<file path="src/rtl/alu_seq_pkg.sv">
// Shared op codes, flag indices and FSM encoding for the ALU sequencer.
// Build option: ALU_SEQ_STICKY_EN (sticky C/V flags with flag_clr).
package alu_seq_pkg;

    localparam logic [3:0] OP_SUM = 4'd0;
    localparam logic [3:0] OP_RES = 4'd1;
    localparam logic [3:0] OP_INC = 4'd2;
    localparam logic [3:0] OP_DEC = 4'd3;
    localparam logic [3:0] OP_AND = 4'd4;
    localparam logic [3:0] OP_OR  = 4'd5;
    localparam logic [3:0] OP_NOT = 4'd6;
    localparam logic [3:0] OP_XOR = 4'd7;
    localparam logic [3:0] OP_SL  = 4'd8;
    localparam logic [3:0] OP_SR  = 4'd9;

    localparam int FLG_N = 3;
    localparam int FLG_Z = 2;
    localparam int FLG_C = 1;
    localparam int FLG_V = 0;

    typedef enum logic [1:0] {
        ST_IDLE  = 2'd0,
        ST_EXEC  = 2'd1,
        ST_SHIFT = 2'd2,
        ST_RESP  = 2'd3
    } state_e;

    function automatic logic is_shift(input logic [3:0] op);
        return (op == OP_SL) || (op == OP_SR);
    endfunction

    function automatic logic is_valid(input logic [3:0] op);
        return op <= OP_SR;
    endfunction

endpackage

</file>
<file path="src/rtl/alu_seq_if.sv">
// Request, ALU-drive and response bundle for the ALU sequencer.
// Build option: ALU_SEQ_STICKY_EN (flag_clr stays a plain port).
interface alu_seq_if #(
    parameter int N  = 3,
    parameter int CW = 2
);
    logic          req_valid;
    logic          req_ready;
    logic [3:0]    req_op;
    logic [N-1:0]  req_a;
    logic [N-1:0]  req_b;
    logic          req_flagin;
    logic [CW-1:0] req_count;

    logic [N-1:0]  alu_a;
    logic [N-1:0]  alu_b;
    logic [3:0]    alu_select;
    logic          alu_flagin;
    logic [N-1:0]  alu_resultado;
    logic          alu_negativo;
    logic          alu_zero;
    logic          alu_cout;
    logic          alu_overflow;

    logic          rsp_valid;
    logic          rsp_ready;
    logic [N-1:0]  rsp_result;
    logic [3:0]    rsp_flags;
    logic          rsp_err;
    logic          busy;

    modport slave (
        input  req_valid, req_op, req_a, req_b, req_flagin, req_count,
        output req_ready,
        output alu_a, alu_b, alu_select, alu_flagin,
        input  alu_resultado, alu_negativo, alu_zero, alu_cout,
        input  alu_overflow,
        output rsp_valid, rsp_result, rsp_flags, rsp_err, busy,
        input  rsp_ready
    );

    modport master (
        output req_valid, req_op, req_a, req_b, req_flagin, req_count,
        input  req_ready,
        input  alu_a, alu_b, alu_select, alu_flagin,
        output alu_resultado, alu_negativo, alu_zero, alu_cout,
        output alu_overflow,
        input  rsp_valid, rsp_result, rsp_flags, rsp_err, busy,
        output rsp_ready
    );

endinterface

</file>
<file path="src/rtl/alu_secuenciador.sv">
// Sequencer in front of the combinational ALU: iterates shifts, registers results.
// Build option: ALU_SEQ_STICKY_EN adds flag_clr and sticky C/V flags.
module alu_secuenciador #(
    parameter int N  = 3,
    parameter int CW = 2
) (
    input logic clk,
    input logic rst,
`ifdef ALU_SEQ_STICKY_EN
    input logic flag_clr,
`endif
    alu_seq_if.slave bus
);
    import alu_seq_pkg::*;

    state_e        state_q;
    logic [N-1:0]  a_q;
    logic [N-1:0]  b_q;
    logic [3:0]    op_q;
    logic          fi_q;
    logic [CW-1:0] rem_q;
    logic [N-1:0]  res_q;
    logic [3:0]    flags_q;
    logic          err_q;
    logic          vld_q;
    logic          rdy_q;
    logic          busy_q;
    logic [3:0]    alu_fl;
    logic [3:0]    keep;

    assign alu_fl = {bus.alu_negativo, bus.alu_zero,
                     bus.alu_cout, bus.alu_overflow};

`ifdef ALU_SEQ_STICKY_EN
    assign keep = {2'b00, flags_q[FLG_C], flags_q[FLG_V]};
`else
    assign keep = 4'b0000;
`endif

    always_ff @(posedge clk or posedge rst) begin
        if (rst) begin
            state_q <= ST_IDLE;
            a_q     <= '0;
            b_q     <= '0;
            op_q    <= '0;
            fi_q    <= 1'b0;
            rem_q   <= '0;
            res_q   <= '0;
            flags_q <= '0;
            err_q   <= 1'b0;
            vld_q   <= 1'b0;
            rdy_q   <= 1'b1;
            busy_q  <= 1'b0;
        end else begin
            unique case (state_q)
                ST_IDLE: begin
                    if (bus.req_valid) begin
                        a_q    <= bus.req_a;
                        b_q    <= bus.req_b;
                        op_q   <= bus.req_op;
                        fi_q   <= bus.req_flagin;
                        rem_q  <= bus.req_count;
                        rdy_q  <= 1'b0;
                        busy_q <= 1'b1;
                        unique case (1'b1)
                            !is_valid(bus.req_op): begin
                                res_q   <= '0;
                                flags_q <= keep;
                                err_q   <= 1'b1;
                                vld_q   <= 1'b1;
                                state_q <= ST_RESP;
                            end
                            is_shift(bus.req_op) && bus.req_count == '0: begin
                                res_q   <= bus.req_a;
                                flags_q <= {1'b0, bus.req_a == '0, 2'b00} | keep;
                                vld_q   <= 1'b1;
                                state_q <= ST_RESP;
                            end
                            is_shift(bus.req_op) && bus.req_count != '0: begin
                                state_q <= ST_SHIFT;
                            end
                            default: begin
                                state_q <= ST_EXEC;
                            end
                        endcase
                    end
                end
                ST_EXEC: begin
                    res_q   <= bus.alu_resultado;
                    flags_q <= alu_fl | keep;
                    vld_q   <= 1'b1;
                    state_q <= ST_RESP;
                end
                ST_SHIFT: begin
                    // Each step feeds the single-position result back as A.
                    a_q   <= bus.alu_resultado;
                    rem_q <= rem_q - CW'(1);
                    if (rem_q == CW'(1)) begin
                        res_q   <= bus.alu_resultado;
                        flags_q <= alu_fl | keep;
                        vld_q   <= 1'b1;
                        state_q <= ST_RESP;
                    end
                end
                ST_RESP: begin
                    if (bus.rsp_ready) begin
                        vld_q   <= 1'b0;
                        err_q   <= 1'b0;
                        rdy_q   <= 1'b1;
                        busy_q  <= 1'b0;
                        state_q <= ST_IDLE;
                    end
                end
                default: state_q <= ST_IDLE;
            endcase
`ifdef ALU_SEQ_STICKY_EN
            // Clear wins over a completion setting C/V in the same cycle.
            if (flag_clr) begin
                flags_q[FLG_C] <= 1'b0;
                flags_q[FLG_V] <= 1'b0;
            end
`endif
        end
    end

    assign bus.req_ready  = rdy_q;
    assign bus.busy       = busy_q;
    assign bus.alu_a      = a_q;
    assign bus.alu_b      = b_q;
    assign bus.alu_select = op_q;
    assign bus.alu_flagin = fi_q;
    assign bus.rsp_valid  = vld_q;
    assign bus.rsp_result = res_q;
    assign bus.rsp_flags  = flags_q;
    assign bus.rsp_err    = err_q;

endmodule

</file>
<file path="src/flat_wrapper.sv">
// flat-port wrapper written by rule: the top's interface ports become plain ports
module alu_secuenciador_flat import alu_seq_pkg::*;
#(
    parameter int N  = 3,
    parameter int CW = 2
)
  (clk, rst, bus_req_valid, bus_req_op, bus_req_a, bus_req_b, bus_req_flagin, bus_req_count, bus_req_ready, bus_alu_a, bus_alu_b, bus_alu_select, bus_alu_flagin, bus_alu_resultado, bus_alu_negativo, bus_alu_zero, bus_alu_cout, bus_alu_overflow, bus_rsp_valid, bus_rsp_result, bus_rsp_flags, bus_rsp_err, bus_busy, bus_rsp_ready);
  alu_seq_if #(.N(N), .CW(CW)) bus_i ();
  input logic clk;
  input logic rst;
  input wire logic [$bits(bus_i.req_valid)-1:0] bus_req_valid;
  input wire logic [$bits(bus_i.req_op)-1:0] bus_req_op;
  input wire logic [$bits(bus_i.req_a)-1:0] bus_req_a;
  input wire logic [$bits(bus_i.req_b)-1:0] bus_req_b;
  input wire logic [$bits(bus_i.req_flagin)-1:0] bus_req_flagin;
  input wire logic [$bits(bus_i.req_count)-1:0] bus_req_count;
  output wire logic [$bits(bus_i.req_ready)-1:0] bus_req_ready;
  output wire logic [$bits(bus_i.alu_a)-1:0] bus_alu_a;
  output wire logic [$bits(bus_i.alu_b)-1:0] bus_alu_b;
  output wire logic [$bits(bus_i.alu_select)-1:0] bus_alu_select;
  output wire logic [$bits(bus_i.alu_flagin)-1:0] bus_alu_flagin;
  input wire logic [$bits(bus_i.alu_resultado)-1:0] bus_alu_resultado;
  input wire logic [$bits(bus_i.alu_negativo)-1:0] bus_alu_negativo;
  input wire logic [$bits(bus_i.alu_zero)-1:0] bus_alu_zero;
  input wire logic [$bits(bus_i.alu_cout)-1:0] bus_alu_cout;
  input wire logic [$bits(bus_i.alu_overflow)-1:0] bus_alu_overflow;
  output wire logic [$bits(bus_i.rsp_valid)-1:0] bus_rsp_valid;
  output wire logic [$bits(bus_i.rsp_result)-1:0] bus_rsp_result;
  output wire logic [$bits(bus_i.rsp_flags)-1:0] bus_rsp_flags;
  output wire logic [$bits(bus_i.rsp_err)-1:0] bus_rsp_err;
  output wire logic [$bits(bus_i.busy)-1:0] bus_busy;
  input wire logic [$bits(bus_i.rsp_ready)-1:0] bus_rsp_ready;
  assign bus_i.req_valid = bus_req_valid;
  assign bus_i.req_op = bus_req_op;
  assign bus_i.req_a = bus_req_a;
  assign bus_i.req_b = bus_req_b;
  assign bus_i.req_flagin = bus_req_flagin;
  assign bus_i.req_count = bus_req_count;
  assign bus_req_ready = bus_i.req_ready;
  assign bus_alu_a = bus_i.alu_a;
  assign bus_alu_b = bus_i.alu_b;
  assign bus_alu_select = bus_i.alu_select;
  assign bus_alu_flagin = bus_i.alu_flagin;
  assign bus_i.alu_resultado = bus_alu_resultado;
  assign bus_i.alu_negativo = bus_alu_negativo;
  assign bus_i.alu_zero = bus_alu_zero;
  assign bus_i.alu_cout = bus_alu_cout;
  assign bus_i.alu_overflow = bus_alu_overflow;
  assign bus_rsp_valid = bus_i.rsp_valid;
  assign bus_rsp_result = bus_i.rsp_result;
  assign bus_rsp_flags = bus_i.rsp_flags;
  assign bus_rsp_err = bus_i.rsp_err;
  assign bus_busy = bus_i.busy;
  assign bus_i.rsp_ready = bus_rsp_ready;
  alu_secuenciador #(.N(N), .CW(CW)) u_core (.clk(clk), .rst(rst), .bus(bus_i));
endmodule
</file>
<file path="config.mk">
export PLATFORM = sky130hd
export DESIGN_NAME = alu_secuenciador_flat
export DESIGN_NICKNAME = d
export VERILOG_FILES = /design/src/rtl/alu_seq_pkg.sv /design/src/rtl/alu_seq_if.sv /design/src/rtl/alu_secuenciador.sv /design/src/flat_wrapper.sv
export SDC_FILE = /design/constraint.sdc
export NUM_CORES = 1
export LEC_CHECK = 0
export ABC_CLOCK_PERIOD_IN_PS = 2380
export CAP_MARGIN = 5
export CORE_MARGIN = 2
export CORE_UTILIZATION = 30
export CTS_CLUSTER_SIZE = 10
export DETAILED_ROUTE_END_ITERATION = 12
export PLACE_DENSITY_LB_ADDON = 0.3
export SETUP_SLACK_MARGIN = 0.2
export SYNTH_ARGS = -nofsm -noshare
export SYNTH_HDL_FRONTEND = slang
export SYNTH_SLANG_ARGS = --single-unit
export TNS_END_PERCENT = 1
</file>
<file path="constraint.sdc">
create_clock -name clk -period 2.38 [get_ports clk]
set_input_delay 0.714 -clock clk [delete_from_list [all_inputs] [get_ports clk]]
set_output_delay 0.714 -clock clk [all_outputs]
set_load 0.01 [all_outputs]
</file>
==> flow_summary.toml <==
[run]
max_cap_violations = 0

[routing]
wl_met1_um = 1590
drtIter0Drc = 32
wl_met3_um = 232
dr.pass1.iters = 4
met2WireLength_um = 1557
drt_wl_total_um = 3440
viasPerCell = 4.942
routedWlPerCell_um = 15.36
drt.antenna.violating_nets = 0
highest_layer = "met4"
drc = 0
vias = 1107

[synth]
syn_nets = 145
synth_seq_cells = 26
synthAdderAreaFrac_pct = 4.753
syn_inst = 116
synth_top_flop_cell = "dfrtp_1"
synth_mux_area_share_pct = 16.83
synth_edf_count = 0
syn-cell-area_um2 = 1316
yosysWarnings = 0
synth_top_family_by_area = "multiplexers"
syn_avg_cell_area_um2 = 11.35
synth.distinct_cells = 31
synth_xor_area_share_pct = 0
yosys.area_share.simple_pct = 7.224
synth_compound_area_share_pct = 16.73
ys_async_sr_fraction_pct = 100.0
ys_seq_area_share_pct = 49.52

[sta]
max_slew_margin_pct = 66.59
setup_ws_ns = 0.2763
max_freq_ghz = 0.4753
tns_ns = 0
period_share_pct = 88.39
drv_slew = 0
setup_violations = 0
worst_pin_slew_ns = 0.4970
finClkSkew_ns = 0.009038
rsz0062_at_grt = "false"
layout_min_cycle_time_ns = 2.104
finalHoldViolCount = 0

[power]
leakage_nw = 0.8594
p_per_area_nw_per_um2 = 1313
power.total_mw = 2.558
peakVddDrop_uv = 568.1

[clock_tree]
clock_sinks = 26
clockBufferDepth = 2
post_cts_resized = 0
cts_hold_buf = 0
h-tree-depth = 1
clk_latency_ns = 0.28
cts_made_buffers = 3
cts_tree = "built"
clkTransAtPathRegs_ns = 0.09
postCtsSetupRepairBufs = 0
clock-root-buffer = "clkbuf_8"

[floorplanning]
dieArea_um2 = 4934
core.rowCount = 24
core-area_um2 = 4294
ioPinCount = 46
die_x_um = 70.24
die_h_um = 70.24
start_util_pct = 30.65

[global_routing]
grt-ovfl-total = 0
grt_usage_pct = 15.19
grt_max_degree = 25
grt_pass1_vias = 1208
antenna_found_initial = 0
grt_pass1_wl_um = 5906

[finish]
layout_common_cells = "45 x clkdlybuf4s50_1, 25 x dfrtp_1, 10 x nor2_1, 10 x inv_1, 10 x buf_4"
fin_nets = 202
layout-drive-gt1-share_pct = 18.02
final_common_cell = "clkdlybuf4s50_1"
final_cell_count_no_fill = 224
postLayoutCoreUtil_pct = 45.37
areaGrowthSynthToFinish_pct = 48.00
antennaDiodeCount = 0

[setup_path]
critPathArrivalTime_ns = 2.30
critPathMaxStageDelay_ns = 0.52
cp_top_family = "buffers and inverters"
path_cells = "clkdlybuf4s50_1, nand2b_1, o21ai_4, a211oi_4, buf_4, mux2i_1"
slowest_stage = "clkdlybuf4s50_1"
crit_required_ns = 2.58
cp_num_buf_inv = 2
critical_path_class = "primary input to flip-flop"
crit_path_start_kind = "primary input"
end_kind = "flip-flop"
crit_fanout = 5

[placement]
hpwl_um = 2621
dp.cells = 220
port_buffers = 45
gp_congestion = 0.8328
place_ws_ns = -0.02234

[hold_path]
hold_class = "flip-flop to flip-flop"

[status]
status = "finished clean"
## routing by layer
| metal | vias to the layer above | GRT usage [%] |
|---|---|---|
| li1 | 525 | - |
| met1 | 531 | 19.67 |
| met2 | 46 | 24.21 |
| met3 | 5 | 3.896 |
| met4 | 0 | 5.983 |
| met5 | - | 0 |
## cells by family after synthesis
logic type,count (synthesis)
flip-flops,26
AND/OR/NAND/NOR,22
multiplexers,19
adder cells (fa/ha/maj),5
AO/OA/AOI/OAI,29
buffers and inverters,15
## cell type report
| class | count | area [um^2] |
|---|---|---|
| repair buffers | 56 | 545.5 |
| flip-flops and latches | 26 | 651.9 |
| multi-input cells | 75 | 599.3 |
| inverters | 11 | 41.29 |
| well taps | 52 | 65.06 |
| clock buffers | 4 | 45.04 |
| fillers | 397 | 2346 |
## worst paths after layout
check,to,cells after the start,start,slack (ns)
max,u_core.bus.rsp_flags[1]$_DFFE_PP0P_,6,bus_req_valid,0.28
min in group asynchronous,u_core.bus.alu_select[0]$_DFFE_PP0P_,2,rst,0.58
max in group asynchronous,u_core.bus.req_ready$_DFFE_PP1P_,3,rst,1.22
min,u_core.bus.alu_flagin$_DFFE_PP0P_,1,u_core.bus.alu_flagin$_DFFE_PP0P_,0.51
max reg2reg,u_core.bus.rsp_flags[1]$_DFFE_PP0P_,7,u_core.state_q[0]$_DFFE_PP0P_,0.53
min reg2reg,u_core.bus.alu_flagin$_DFFE_PP0P_,1,u_core.bus.alu_flagin$_DFFE_PP0P_,0.51
## sequential cells by signal (all words and copies together) (netlist names)
name / cells
u_core.bus.req_ready: 1
u_core.bus.alu_a: 3
u_core.rem_q: 2
u_core.bus.rsp_err: 1
u_core.bus.alu_b: 3
u_core.bus.alu_flagin: 1
u_core.state_q: 2
u_core.bus.alu_select: 4
u_core.bus.rsp_result: 3
u_core.bus.busy: 1
u_core.bus.rsp_flags: 4
u_core.bus.rsp_valid: 1
## cells in the mapped netlist (2+ instances only)
library cell  count  area [um^2]
a21oi_1           8        40.04
a22o_1            4        35.03
clkbuf_1          2        7.510
dfrtp_1          25        625.6
ha_1              5        62.56
inv_1            10        37.54
mux2_2            9        101.4
mux2_4            4        60.06
mux2i_1           6        60.06
nand2_1           7        26.28
nor2_1           10        37.54
nor3_1            2        10.01
o21ai_0           2        10.01
o22ai_1           3        18.77
o32ai_1           3        26.28
## per-stage QoR
| step | hold slack, ns | instance area, um^2 |
|---|---|---|
| after floorplan | 0.4918 | 1316 |
| after global placement | 0.4914 | 1903 |
| after detailed placement | 0.4931 | 1903 |
| after CTS | 0.5136 | 1948 |
| after global routing | 0.5462 | 1948 |
| final | 0.5111 | 1948 |
## report_power, final
group	switching (mW)	internal [mW]
clock network	0.148	0.120
registers	0.132	0.663
logic	0.651	0.843
total	0.931	1.63
No activity file was read; power rests on OpenSTA's default activity.
